===== config.mk =====
export PLATFORM = sky130hd
export DESIGN_NAME = tpu_matmul_sequencer
export DESIGN_NICKNAME = d
export VERILOG_FILES = /design/src/rtl/tpu_seq_pkg.sv /design/src/rtl/seq_addr_gen.sv /design/src/rtl/tpu_matmul_sequencer.sv
export SDC_FILE = /design/constraint.sdc
export NUM_CORES = 1
export LEC_CHECK = 0
export CAP_MARGIN = 20
export CORE_MARGIN = 5
export CORE_UTILIZATION = 33
export DETAILED_ROUTE_END_ITERATION = 6
export DONT_BUFFER_PORTS = 1
export PLACE_DENSITY = 0.5
export SYNTH_ARGS = -nofsm -noshare
export SYNTH_HDL_FRONTEND = slang
export SYNTH_HIERARCHICAL = 1
export SYNTH_SLANG_ARGS = --single-unit

===== constraint.sdc =====
create_clock -name clk_i -period 4.28 [get_ports clk_i]
set_input_delay 0 -clock clk_i [delete_from_list [all_inputs] [get_ports clk_i]]
set_output_delay 0 -clock clk_i [all_outputs]
set_load 0.05 [all_outputs]

===== src/rtl/tpu_seq_pkg.sv =====
// Shared state encoding and sizing helpers for the TPU matmul sequencer.
package tpu_seq_pkg;

   typedef enum logic [2:0] {
      S_IDLE,
      S_POP,
      S_LATCH,
      S_RUN,
      S_DONE
   } seq_state_e;

   localparam int DEFAULT_ADDRESSSIZE   = 10;
   localparam int DEFAULT_MATRIX_SIZE   = 8;
   localparam int DEFAULT_ARRAY_LATENCY = 16;

   // Spare top bit keeps the RUN counter clear of its terminal value.
   function automatic int seq_cnt_width(input int matrix_size, input int array_latency);
      return $clog2(matrix_size + array_latency) + 1;
   endfunction

   localparam int DEFAULT_CNT_W = seq_cnt_width(DEFAULT_MATRIX_SIZE, DEFAULT_ARRAY_LATENCY);

endpackage


===== src/rtl/seq_addr_gen.sv =====
// Base register plus row offset, wrapping modulo 2^AW; output is registered
// and forced to zero whenever the enable is low.
module seq_addr_gen
   import tpu_seq_pkg::*;
#(
   parameter int AW   = DEFAULT_ADDRESSSIZE,
   parameter int STEP = DEFAULT_MATRIX_SIZE
) (
   input  logic          clk_i,
   input  logic          rst_i,
   input  logic          load_i,
   input  logic [AW-1:0] base_i,
   input  logic          advance_i,
   input  logic          en_i,
   input  logic [AW-1:0] offset_i,
   output logic [AW-1:0] addr_o
);

   localparam logic [AW-1:0] STEP_C = AW'(STEP);

   logic [AW-1:0] base_q, base_d;
   logic [AW-1:0] addr_q, addr_d;

   always_comb begin
      base_d = base_q;
      if (load_i) begin
         base_d = base_i;
      end else if (advance_i) begin
         base_d = base_q + STEP_C;
      end
      addr_d = en_i ? (base_q + offset_i) : '0;
   end

   always_ff @(posedge clk_i) begin
      if (rst_i) begin
         base_q <= '0;
         addr_q <= '0;
      end else begin
         base_q <= base_d;
         addr_q <= addr_d;
      end
   end

   assign addr_o = addr_q;

endmodule


===== src/rtl/tpu_matmul_sequencer.sv =====
// Control FSM for one 8x8 systolic matmul tile: pop weights, latch, stream
// activations, write skewed results. TPU_SEQ_CHAIN_EN chains tiles back-to-back.
module tpu_matmul_sequencer
   import tpu_seq_pkg::*;
#(
   parameter int ADDRESSSIZE   = DEFAULT_ADDRESSSIZE,
   parameter int MATRIX_SIZE   = DEFAULT_MATRIX_SIZE,
   parameter int ARRAY_LATENCY = DEFAULT_ARRAY_LATENCY
) (
   input  logic                   clk_i,
   input  logic                   rst_i,
   input  logic                   start_i,
   input  logic [ADDRESSSIZE-1:0] act_base_i,
   input  logic [ADDRESSSIZE-1:0] res_base_i,
   input  logic                   fifo_empty_i,
   output logic                   fifo_read_enable_o,
   output logic                   we_rl_o,
   output logic [ADDRESSSIZE-1:0] sram_address_o,
   output logic                   valid_address_o,
   output logic                   res_write_enable_o,
   output logic [ADDRESSSIZE-1:0] res_address_o,
   output logic                   busy_o,
   output logic                   end_o,
   output logic                   start_rejected_o
);

   localparam int CNT_W = seq_cnt_width(MATRIX_SIZE, ARRAY_LATENCY);
   localparam logic [CNT_W-1:0] MS_C   = CNT_W'(MATRIX_SIZE);
   localparam logic [CNT_W-1:0] AL_C   = CNT_W'(ARRAY_LATENCY);
   localparam logic [CNT_W-1:0] LAST_C = CNT_W'(ARRAY_LATENCY + MATRIX_SIZE - 1);
   localparam logic [CNT_W-1:0] ONE_C  = CNT_W'(1);

   seq_state_e       state_q, state_d;
   logic [CNT_W-1:0] t_q, t_d;

   logic accept, last_run, chain_go;
   logic rd_en, wr_en;
   logic [ADDRESSSIZE-1:0] act_off, res_off;

   logic fre_q, fre_d;
   logic we_q, we_d;
   logic va_q, va_d;
   logic rwe_q, rwe_d;
   logic busy_q, busy_d;
   logic end_q, end_d;
   logic rej_q, rej_d;

   always_comb begin
      accept   = (state_q == S_IDLE) && start_i && !fifo_empty_i;
      last_run = (state_q == S_RUN) && (t_q == LAST_C);
`ifdef TPU_SEQ_CHAIN_EN
      chain_go = last_run && !fifo_empty_i;
`else
      chain_go = 1'b0;
`endif

      state_d = state_q;
      t_d     = t_q;
      case (state_q)
         S_IDLE:  if (accept) state_d = S_POP;
         S_POP:   state_d = S_LATCH;
         S_LATCH: begin
            state_d = S_RUN;
            t_d     = '0;
         end
         S_RUN: begin
            if (last_run) begin
               t_d     = '0;
               state_d = chain_go ? S_POP : S_DONE;
            end else begin
               t_d = t_q + ONE_C;
            end
         end
         S_DONE:  state_d = S_IDLE;
         default: state_d = S_IDLE;
      endcase
   end

   // Strobes are decoded from the current state and registered, so every
   // output trails the state register by one cycle.
   always_comb begin
      rd_en   = (state_q == S_RUN) && (t_q < MS_C);
      wr_en   = (state_q == S_RUN) && (t_q >= AL_C);
      act_off = ADDRESSSIZE'(t_q);
      res_off = ADDRESSSIZE'(t_q - AL_C);

      fre_d  = (state_q == S_POP);
      we_d   = (state_q == S_LATCH);
      va_d   = rd_en;
      rwe_d  = wr_en;
      busy_d = (state_q != S_IDLE);
      end_d  = (state_q == S_DONE);
      rej_d  = (state_q == S_IDLE) && start_i && fifo_empty_i;
   end

   always_ff @(posedge clk_i) begin
      if (rst_i) begin
         state_q <= S_IDLE;
         t_q     <= '0;
         fre_q   <= 1'b0;
         we_q    <= 1'b0;
         va_q    <= 1'b0;
         rwe_q   <= 1'b0;
         busy_q  <= 1'b0;
         end_q   <= 1'b0;
         rej_q   <= 1'b0;
      end else begin
         state_q <= state_d;
         t_q     <= t_d;
         fre_q   <= fre_d;
         we_q    <= we_d;
         va_q    <= va_d;
         rwe_q   <= rwe_d;
         busy_q  <= busy_d;
         end_q   <= end_d;
         rej_q   <= rej_d;
      end
   end

   seq_addr_gen #(
      .AW   (ADDRESSSIZE),
      .STEP (MATRIX_SIZE)
   ) u_act_addr (
      .clk_i     (clk_i),
      .rst_i     (rst_i),
      .load_i    (accept),
      .base_i    (act_base_i),
      .advance_i (chain_go),
      .en_i      (rd_en),
      .offset_i  (act_off),
      .addr_o    (sram_address_o)
   );

   seq_addr_gen #(
      .AW   (ADDRESSSIZE),
      .STEP (MATRIX_SIZE)
   ) u_res_addr (
      .clk_i     (clk_i),
      .rst_i     (rst_i),
      .load_i    (accept),
      .base_i    (res_base_i),
      .advance_i (chain_go),
      .en_i      (wr_en),
      .offset_i  (res_off),
      .addr_o    (res_address_o)
   );

   assign fifo_read_enable_o = fre_q;
   assign we_rl_o            = we_q;
   assign valid_address_o    = va_q;
   assign res_write_enable_o = rwe_q;
   assign busy_o             = busy_q;
   assign end_o              = end_q;
   assign start_rejected_o   = rej_q;

endmodule


==> results of run 1 <==
-- worst max-delay path, stage by stage (launching register included) --
cell and delay (ns):
sky130_fd_sc_hd__dfxtp_1 0.48, sky130_fd_sc_hd__ha_1 0.23, sky130_fd_sc_hd__inv_1 0.06, sky130_fd_sc_hd__fa_1 0.42
sky130_fd_sc_hd__nor2b_4 0.15, sky130_fd_sc_hd__o2111a_2 0.23, sky130_fd_sc_hd__a2111oi_4 0.06, sky130_fd_sc_hd__a21oi_2 0.17
sky130_fd_sc_hd__mux2_4 0.30
-- layout by cell type, fill, tap and decap left out, types with 2 or more instances in the layout --
cell type	netlist	final
sky130_fd_sc_hd__nand3_1	3	3
sky130_fd_sc_hd__nand4_1	7	7
sky130_fd_sc_hd__nor2b_4	2	2
sky130_fd_sc_hd__a211oi_2	2	2
sky130_fd_sc_hd__nor3_2	1	2
sky130_fd_sc_hd__o21a_1	4	4
sky130_fd_sc_hd__mux2i_1	13	13
sky130_fd_sc_hd__o21ai_0	13	13
sky130_fd_sc_hd__nand3b_1	3	3
sky130_fd_sc_hd__a21oi_1	22	22
sky130_fd_sc_hd__nor4b_1	2	2
sky130_fd_sc_hd__nand2b_1	7	7
sky130_fd_sc_hd__dfxtp_1	56	56
sky130_fd_sc_hd__nor2b_1	4	4
sky130_fd_sc_hd__o21ai_1	2	2
sky130_fd_sc_hd__nor3_1	13	12
sky130_fd_sc_hd__dlygate4sd3_1	0	25
sky130_fd_sc_hd__or3_1	3	3
sky130_fd_sc_hd__nand2_1	13	13
sky130_fd_sc_hd__inv_1	16	16
sky130_fd_sc_hd__fa_1	2	2
sky130_fd_sc_hd__xnor2_1	8	8
sky130_fd_sc_hd__nand4b_1	2	2
sky130_fd_sc_hd__a211oi_1	7	7
sky130_fd_sc_hd__ha_1	25	25
sky130_fd_sc_hd__a21o_1	3	3
sky130_fd_sc_hd__conb_1	1	10
sky130_fd_sc_hd__o21bai_1	3	3
sky130_fd_sc_hd__nor2_1	57	57
sky130_fd_sc_hd__xor2_1	16	16
sky130_fd_sc_hd__clkbuf_8	0	7
sky130_fd_sc_hd__and3_1	5	5
-- worst max-delay path by stage --
stage | to | cells past startpoint
after floorplan | u_act_addr/base_q[0]$_SDFFE_PP0P_ | 7
after global placement | u_res_addr/addr_o[8]$_SDFF_PP0_ | 7
after detailed placement | u_res_addr/addr_o[8]$_SDFF_PP0_ | 7
after CTS | u_res_addr/addr_o[8]$_SDFF_PP0_ | 7
after global routing | u_res_addr/addr_o[8]$_SDFF_PP0_ | 7
final | u_act_addr/addr_o[8]$_SDFF_PP0_ | 8
-- report_power, final --
group          switching (W)  leakage, nW  total (W)  internal, W
combinational      0.0000828        0.872   0.000164    0.0000812
sequential         0.0000391        0.454   0.000579     0.000540
clock               0.000170       0.0503   0.000315     0.000145
total               0.000292         1.38    0.00106     0.000766
-- metal layers --
metal / routed length (um) / part of all wire / GRT usage
met5: 0 / 0 / 0
met4: 57 / 0.0084 / 0.0305
met3: 286 / 0.042 / 0.0288
met2: 3160 / 0.46 / 0.209
met1: 3310 / 0.49 / 0.164
-- area by class of cell --
| cell class | instances | share of cell area |
|---|---|---|
| Tap cell | 111 | 0.0394 |
| Timing Repair Buffer | 27 | 0.0788 |
| Sequential cell | 56 | 0.318 |
| Clock buffer | 7 | 0.0273 |
| Inverter | 16 | 0.0170 |
| Multi-Input combinational cell | 267 | 0.520 |
-- state kept, by name (all words and copies together), names as in the netlist --
register            cells
u_act_addr/addr_o      10
busy_o                  1
valid_address_o         1
fifo_read_enable_o      1
t_q                     6
start_rejected_o        1
u_res_addr/base_q      10
state_q                 3
u_res_addr/addr_o      10
end_o                   1
res_write_enable_o      1
we_rl_o                 1
u_act_addr/base_q      10
-- through the flow --
stage,area [um2],hold WS (ns),cells,setup WS [ns]
6_report,3530,0.0436,484,2.08
5_1_grt,3530,0.0491,484,1.88
4_1_cts,3530,0.0359,484,2.08
3_5_place_dp,3160,0.0791,451,2.09
3_3_place_gp,3160,0.0773,451,2.16
2_1_floorplan,3060,0.0716,350,2.20
-- cells by family after synthesis --
logic type	count (synthesis)
XOR/XNOR	24
adder cells (fa/ha/maj)	27
buffers and inverters	27
flip-flops	56
other	1
multiplexers	14
AND/OR/NAND/NOR	127
AO/OA/AOI/OAI	65
-- repair_timing --
item	4_1_cts	5_1_grt
endpoints found under the setup margin	0	0
hold buffers	26	0
buffers inserted	0	0
hold endpoints to repair	38	0
==> out/results.md, run 1 <==
| Stage | Metric | Value |
|:---|:---|:---|
| status | Status | completed |
| logic synthesis | Dominant synthesized flop cell | sky130_fd_sc_hd__dfxtp_1 |
| logic synthesis | Multiplexer area fraction after synthesis | 0.0479 |
| logic synthesis | Post-synth top area share | 0.370 |
| timing | Setup repair after global routing missed its margin | no |
| final layout | Final core area utilization | 0.387 |
| clocking | Clock insertion delay at the later pin of the skew report | 0.31 ns |
| hold path | End point of the worst hold path | state_q[0]$_SDFFE_PP0P_ |
| route | Number of vias per cell after detailed routing | 4.94 |
| flow run | Number of max-cap violations | 0 |
| die | Placeable core region | 0.00911 mm2 |
| placement | Port bufs | 0 |
| logic synthesis | Count of cell types in the netlist | 49 |
| hold path | Min-Delay Path Depth | 3 |
| placement | Half-perimeter wire length after placement | 4950 um |
| logic synthesis | Most numerous cell in the Yosys netlist | sky130_fd_sc_hd__nor2_1 |
| grt | Global router's overall resource usage | 0.126 |
| logic synthesis | Synthesized area per cell | 8.88 um2 |
| setup path | Worst Path Required | 4.48 ns |
| logic synthesis | Area contributors post-synth | sky130_fd_sc_hd__dfxtp_1, sky130_fd_sc_hd__ha_1, sky130_fd_sc_hd__nor2_1 |
| setup path | Critical Path Start Type | flip-flop |
| logic synthesis | FFs w/ async S/R, synth | 0 |
| logic synthesis | Basic-gate share of the synthesized area counting and, or, nand and nor cells | 0.211 |
| logic synthesis | Synth top cells by count | sky130_fd_sc_hd__nor2_1, sky130_fd_sc_hd__dfxtp_1, sky130_fd_sc_hd__ha_1, sky130_fd_sc_hd__a21oi_1 |
| logic synthesis | Adder and majority gate portion of the synthesized area | 0.116 |
| logic synthesis | Post-synth EDFFs | 0 |
| route | DRT antenna net count | 0 |
| setup path | Terminus of the critical flop-to-flop path | u_act_addr/addr_o[8]$_SDFF_PP0_ |
| route | Total vias in the final route | 2391 |
| route | Average wire per standard cell | 14.1 um |
| setup path | Crit path arrival time | 2.40 ns |
| timing | Minimum clock period | 2.20 ns |
| clocking | Num CTS Buffers | 5 |
| timing | Fin crit share | 0.514 |
| timing | Transition time at the pin with the least slew margin | 0.541 ns |
| grt | Total grt overflow | 0 |
| timing | Slew Limit Headroom | 0.637 |
| clocking | Clock transition at the register clock pins on the worst setup and hold paths after CTS | 0.09 ns |
| route | Number of remaining DRC errors | 0 |
| setup path | Worst setup startpoint | t_q[0]$_SDFFE_PP0P_ |
| final layout | Fraction of layout instances using a drive strength above 1 | 0.0563 |
| hold path | Hold crit path type | input port to flip-flop |
| setup path | Element type at the critical path end | flip-flop |
| logic synthesis | Largest family of logic cells by synthesized area | simple AND/OR/NAND/NOR gates |
| logic synthesis | Synthesized flop and latch total | 56 |
| power | Power Density | 300 mW/mm2 |
| die | Count of pins on the block boundary | 51 |
| grt | Initial antenna violation count | 0 |
| logic synthesis | Post-synthesis compound-gate area fraction | 0.147 |
| timing | Slew Viols, Final | 0 |
| route | First-pass DRT Iterations | 4 |
| die | Floorplan die height | 106 um |
| timing | Setup Skew | 0.00963 ns |
| clocking | Root buffer selected by CTS | sky130_fd_sc_hd__clkbuf_8 |
| die | Starting density of the core | 0.333 |
| route | Initial detailed-routing violation count | 47 |
| timing | Peak Freq | 455 MHz |
| setup path | Worst Path Max Fanout | 7 |
| final layout | Net count, final | 424 |
| logic synthesis | Post-Synthesis Cells | 341 |
| placement | Weighted congestion at the end of routability-driven global placement | 0.830 |
| die | Area enclosed by the die boundary | 0.0112 mm2 |
| power | Worst VDD drop | 131 uV |
| logic synthesis | Synthesized cell area | 0.00303 mm2 |
| route | Sum of routed wire length over all layers | 6810 um |
| timing | Setup TNS | 0 ns |
| final layout | Area growth from synthesis to layout | 16.4% |
| final layout | Sequential cell area | 0.00112 mm2 |
| logic synthesis | Xor and xnor fraction of the mapped netlist area | 0.0694 |
| power | Final Total Pwr | 0.00106 W |
| clocking | TritonCTS clock tree | done |
| clocking | Clk sink count | 56 |
| logic synthesis | Part of the Yosys area used for sequential elements | 0.370 |
| setup path | Setup slack, reg-to-reg | 2.08 ns |
| logic synthesis | Dominant cell type by area after synthesis | sky130_fd_sc_hd__dfxtp_1 |
| grt | Pin count of the biggest net entering global routing | 37 |
| grt | Global-route wire length before repair | 11500 um |
| clocking | Number of cells upsized or downsized after cts | 0 |
| clocking | H-tree lvl count | 2 |
| power | Leakage | 1.38 nW |
| final layout | Filler Cell Count | 959 |
| hold path | Worst Min Path Start | start_i |
| final layout | Antenna diode count | 0 |
| final layout | Multi-input logic area | 0.00183 mm2 |
| die | Overall die width | 106 um |
| timing | Setup-violating endpoint count in the final report | 0 |
| timing | Hold violation count in the final report | 0 |
| setup path | Crit Reg-Reg Startpoint | t_q[0]$_SDFFE_PP0P_ |
| setup path | Number of cell instances on the worst register-to-register path | 8 |
| setup path | Kind of critical path | flip-flop to flip-flop |
| grt | Via count of the first global-routing pass | 2357 |
| die | Placement Rows | 35 |
| clocking | Deepest clock path buffer count | 2 |
| logic synthesis | Ys Warns | 6 |
Note: power is estimated with default switching activity, not from simulation.
==> inputs of run 2 (changes only) <==
--- a/config.mk
+++ b/config.mk
@@ -5,6 +5,7 @@
 export SDC_FILE = /design/constraint.sdc
 export NUM_CORES = 1
 export LEC_CHECK = 0
+export ABC_AREA = 1
 export CAP_MARGIN = 20
 export CORE_MARGIN = 5
 export CORE_UTILIZATION = 33
==> constraint.sdc (replaced) <==
create_clock -name clk_i -period 2.2 [get_ports clk_i]
set_input_delay 0 -clock clk_i [delete_from_list [all_inputs] [get_ports clk_i]]
set_output_delay 0 -clock clk_i [all_outputs]
set_load 0.05 [all_outputs]
==> out/results.md, run 2 <==
| Stage | Metric | Value | Change |
|:---|:---|:---|:---|
| logic synthesis | Dominant synthesized flop cell | sky130_fd_sc_hd__dfxtp_1 | unchanged |
| setup path | Worst Setup EP | u_res_addr/addr_o[8]$_SDFF_PP0_ | was u_act_addr/addr_o[8]$_SDFF_PP0_ |
| setup path | Crit path arrival time | 2.12 ns | was 2.40 ns |
| setup path | Worst setup startpoint | t_q[5]$_SDFFE_PP0P_ | was t_q[0]$_SDFFE_PP0P_ |
| final layout | Final core area utilization | 0.399 | was 0.387 |
| timing | Peak Freq | 525 MHz | was 455 MHz |
| placement | Post-placement cell area | 0.00334 mm2 | was 0.00316 mm2 |
| die | Placement Rows | 35 | unchanged |
| clocking | Deepest clock path buffer count | 2 | unchanged |
| timing | Setup TNS | 0 ns | unchanged |
| route | First-pass DRT Iterations | 4 | unchanged |
| final layout | Final Non-Filler Cells | 618 | was 484 |
| logic synthesis | Basic-gate share of the synthesized area counting and, or, nand and nor cells | 0.286 | was 0.211 |
| route | Average wire per standard cell | 11.8 um | was 14.1 um |
| route | Number of remaining DRC errors | 0 | unchanged |
| logic synthesis | Ys Warns | 6 | unchanged |
| final layout | Net count, final | 538 | was 424 |
| final layout | Multi-input logic area | 0.00178 mm2 | was 0.00183 mm2 |
| grt | Initial antenna violation count | 1 | was 0 |
| logic synthesis | Part of the Yosys area used for sequential elements | 0.357 | was 0.370 |
| placement | Half-perimeter wire length after placement | 5720 um | was 4950 um |
| timing | Slew Limit Headroom | 0.488 | was 0.637 |
| setup path | Worst Path Max Fanout | 5 | was 7 |
| clocking | Clock transition at the register clock pins on the worst setup and hold paths after CTS | 0.11 ns | was 0.09 ns |
| logic synthesis | Synth top cells by count | sky130_fd_sc_hd__nand2_1, sky130_fd_sc_hd__inv_1, sky130_fd_sc_hd__nor2_1, sky130_fd_sc_hd__dfxtp_1, sky130_fd_sc_hd__a21oi_1 | was sky130_fd_sc_hd__nor2_1, sky130_fd_sc_hd__dfxtp_1, sky130_fd_sc_hd__ha_1, sky130_fd_sc_hd__a21oi_1 |
| die | Placeable core region | 0.00924 mm2 | was 0.00911 mm2 |
| logic synthesis | Most numerous cell in the Yosys netlist | sky130_fd_sc_hd__nand2_1 | was sky130_fd_sc_hd__nor2_1 |
| final layout | Fraction of layout instances using a drive strength above 1 | 0.0676 | was 0.0563 |
| clocking | H-tree lvl count | 2 | unchanged |
| final layout | Area growth from synthesis to layout | 17.6% | was 16.4% |
| logic synthesis | Post-Synthesis Cells | 446 | was 341 |
| timing | Setup repair after global routing missed its margin | no | unchanged |
| route | Number of vias per cell after detailed routing | 4.47 | was 4.94 |
| logic synthesis | Synthesized area per cell | 7.04 um2 | was 8.88 um2 |
| logic synthesis | Count of cell types in the netlist | 32 | was 49 |
| final layout | Filler Cell Count | 983 | was 959 |
| clocking | Postcts setup bufs | 0 | unchanged |
| logic synthesis | Synthesized flop and latch total | 56 | unchanged |
| die | Starting density of the core | 0.340 | was 0.333 |
| timing | Minimum clock period | 1.91 ns | was 2.20 ns |
| placement | Weighted congestion at the end of routability-driven global placement | 0.843 | was 0.830 |
| logic synthesis | Post-synth top area share | 0.357 | was 0.370 |
| final layout | Final design instance area without fill | 0.00369 mm2 | was 0.00353 mm2 |
| timing | Transition time at the pin with the least slew margin | 0.765 ns | was 0.541 ns |
| logic synthesis | Largest family of logic cells by synthesized area | simple AND/OR/NAND/NOR gates | unchanged |
| power | Leakage | 1.74 nW | was 1.38 nW |
| grt | Via count of the first global-routing pass | 2571 | was 2357 |
| die | Overall die width | 108 um | was 106 um |
| final layout | Sequential cell area | 0.00112 mm2 | unchanged |
| flow run | Number of max-cap violations | 0 | unchanged |
| grt | Total grt overflow | 0 | unchanged |
| logic synthesis | Adder and majority gate portion of the synthesized area | 0.112 | was 0.116 |
| power | Power Density | 614 mW/mm2 | was 300 mW/mm2 |
| clocking | Number of buffers inserted by hold repair at cts | 24 | was 26 |
| logic synthesis | Post-synthesis compound-gate area fraction | 0.120 | was 0.147 |
| logic synthesis | Dominant cell type by area after synthesis | sky130_fd_sc_hd__dfxtp_1 | unchanged |
| setup path | Crit Reg-Reg Startpoint | t_q[5]$_SDFFE_PP0P_ | was t_q[0]$_SDFFE_PP0P_ |
| grt | Pin count of the biggest net entering global routing | 18 | was 37 |
| setup path | Setup slack, reg-to-reg | 0.29 ns | was 2.08 ns |
| logic synthesis | Multiplexer area fraction after synthesis | 0 | was 0.0479 |
| placement | Port bufs | 0 | unchanged |
| die | Area enclosed by the die boundary | 0.0116 mm2 | was 0.0112 mm2 |
| clocking | Root buffer selected by CTS | sky130_fd_sc_hd__clkbuf_8 | unchanged |
| logic synthesis | FFs w/ async S/R, synth | 0 | unchanged |
| final layout | Most common cell after layout, fill and taps aside | sky130_fd_sc_hd__nand2_1 | was sky130_fd_sc_hd__nor2_1 |
| logic synthesis | Post-synth EDFFs | 0 | unchanged |
| logic synthesis | Xor and xnor fraction of the mapped netlist area | 0.0363 | was 0.0694 |
| grt | Global-route wire length before repair | 12100 um | was 11500 um |
| timing | Setup-violating endpoint count in the final report | 0 | unchanged |
| logic synthesis | Area contributors post-synth | sky130_fd_sc_hd__dfxtp_1, sky130_fd_sc_hd__nand2_1, sky130_fd_sc_hd__ha_1 | was sky130_fd_sc_hd__dfxtp_1, sky130_fd_sc_hd__ha_1, sky130_fd_sc_hd__nor2_1 |
| grt | Global router's overall resource usage | 0.130 | was 0.126 |
| placement | Cells after DPL | 585 | was 451 |
| clocking | Clk sink count | 56 | unchanged |
| logic synthesis | Synthesized cell area | 0.00314 mm2 | was 0.00303 mm2 |
| timing | Setup Skew | 0.0152 ns | was 0.00963 ns |
| route | Initial detailed-routing violation count | 137 | was 47 |
| clocking | TritonCTS clock tree | done | unchanged |
| status | Status | completed | unchanged |
| setup path | Element type at the critical path end | flip-flop | unchanged |
| timing | Fin crit share | 0.867 | was 0.514 |
| setup path | Number of cell instances on the worst register-to-register path | 9 | was 8 |
| setup path | Critical Path Start Type | flip-flop | unchanged |
| timing | Hold violation count in the final report | 0 | unchanged |
| route | DRT antenna net count | 0 | unchanged |
| timing | Worst hold-check slack | 0.175 ns | was 0.0436 ns |
| die | Floorplan die height | 108 um | was 106 um |
| setup path | Worst Path Required | 2.42 ns | was 4.48 ns |
| route | Sum of routed wire length over all layers | 7300 um | was 6810 um |
| hold path | Hold crit path type | input port to flip-flop | unchanged |
| final layout | Commonest non-fill, non-tap cells in the layout | sky130_fd_sc_hd__nand2_1, sky130_fd_sc_hd__inv_1, sky130_fd_sc_hd__nor2_1 | was sky130_fd_sc_hd__nor2_1, sky130_fd_sc_hd__dfxtp_1, sky130_fd_sc_hd__ha_1, sky130_fd_sc_hd__dlygate4sd3_1, sky130_fd_sc_hd__a21oi_1 |
| clocking | Clock insertion delay at the later pin of the skew report | 0.31 ns | about the same |
| clocking | Number of cells upsized or downsized after cts | 0 | unchanged |
| power | Worst VDD drop | 286 uV | was 131 uV |
| setup path | Kind of critical path | flip-flop to flip-flop | unchanged |
| setup path | Terminus of the critical flop-to-flop path | u_res_addr/addr_o[8]$_SDFF_PP0_ | was u_act_addr/addr_o[8]$_SDFF_PP0_ |
| route | Total vias in the final route | 2760 | was 2391 |
| clocking | Num CTS Buffers | 5 | unchanged |
| timing | Slew Viols, Final | 0 | unchanged |
| die | Count of pins on the block boundary | 51 | unchanged |
run 2: changes by cell type in the layout (fill, tap and decap cells not counted), moves of 10 or more:
cell	before	now
sky130_fd_sc_hd__nor3_1	12	2
sky130_fd_sc_hd__nand2_1	13	108
sky130_fd_sc_hd__nand3_1	3	20
sky130_fd_sc_hd__inv_1	16	62
sky130_fd_sc_hd__mux2i_1	13	0
sky130_fd_sc_hd__a21oi_1	22	33
run 2: worst min path at each step:
stage               cells past startpoint                                end          from  slack (ns)
global route                            3  u_act_addr/base_q[5]$_SDFFE_PP0N_  fifo_empty_i        0.22
floorplan                               1  u_act_addr/base_q[9]$_SDFFE_PP0N_         rst_i        0.07
detailed placement                      1  u_res_addr/base_q[9]$_SDFFE_PP0N_         rst_i        0.07
CTS                                     3  u_act_addr/base_q[5]$_SDFFE_PP0N_  fifo_empty_i        0.18
finish                                  4  u_res_addr/base_q[0]$_SDFFE_PP0P_  fifo_empty_i        0.18
global placement                        1  u_res_addr/base_q[9]$_SDFFE_PP0N_         rst_i        0.07
run 2: cells by family after synthesis:
group	count (synthesis)
flops	56
fa+ha+maj	27
simple gates	211
other cells	1
compound gates	66
buf+inv	72
xor+xnor	13
run 2: stage by stage:
| step | setup WS, ns | total power, W |
|---|---|---|
| 6_report | 0.293 | 0.00227 |
| 5_1_grt | 0.0747 | 0.00241 |
| 4_1_cts | 0.271 | 0.00229 |
| 3_5_place_dp | 0.282 | 0.00157 |
| 3_3_place_gp | 0.272 | 0.00157 |
| 2_1_floorplan | 0.388 | 0.00148 |
run 2: critical path, cell delays in order, from the launching register on:
cell and delay [ns]:
sky130_fd_sc_hd__dfxtp_1 0.42, sky130_fd_sc_hd__inv_1 0.12, sky130_fd_sc_hd__ha_1 0.29, sky130_fd_sc_hd__inv_1 0.04, sky130_fd_sc_hd__ha_1 0.35, sky130_fd_sc_hd__a21o_2 0.24, sky130_fd_sc_hd__a21oi_1 0.16, sky130_fd_sc_hd__nand3_1 0.09
sky130_fd_sc_hd__nand2_1 0.06, sky130_fd_sc_hd__nor2_1 0.04
run 2: where the power goes:
part	internal [W]	switching (W)
logic	0.000170	0.000253
clock network	0.000339	0.000342
registers	0.00107	0.0000931
run 2: layer usage:
| layer | up-vias | share of wire | GRT usage | wire (um) |
|---|---|---|---|---|
| met5 | - | 0 | 0 | 0 |
| met4 | 0 | 0.013 | 0.0379 | 96 |
| met3 | 11 | 0.048 | 0.0264 | 350 |
| met2 | 55 | 0.44 | 0.212 | 3200 |
| met1 | 1203 | 0.50 | 0.173 | 3650 |
| li1 | 1491 | - | - | - |
run 2: area by class of cell:
class                           instances  share of cell area
Tap cell                              129              0.0437
Multi-Input combinational cell        329               0.483
Antenna cell                            1            0.000678
Inverter                               69              0.0702
Sequential cell                        56               0.304
Clock buffer                            6              0.0197
Clock inverter                          2             0.00949
Timing Repair Buffer                   26              0.0692
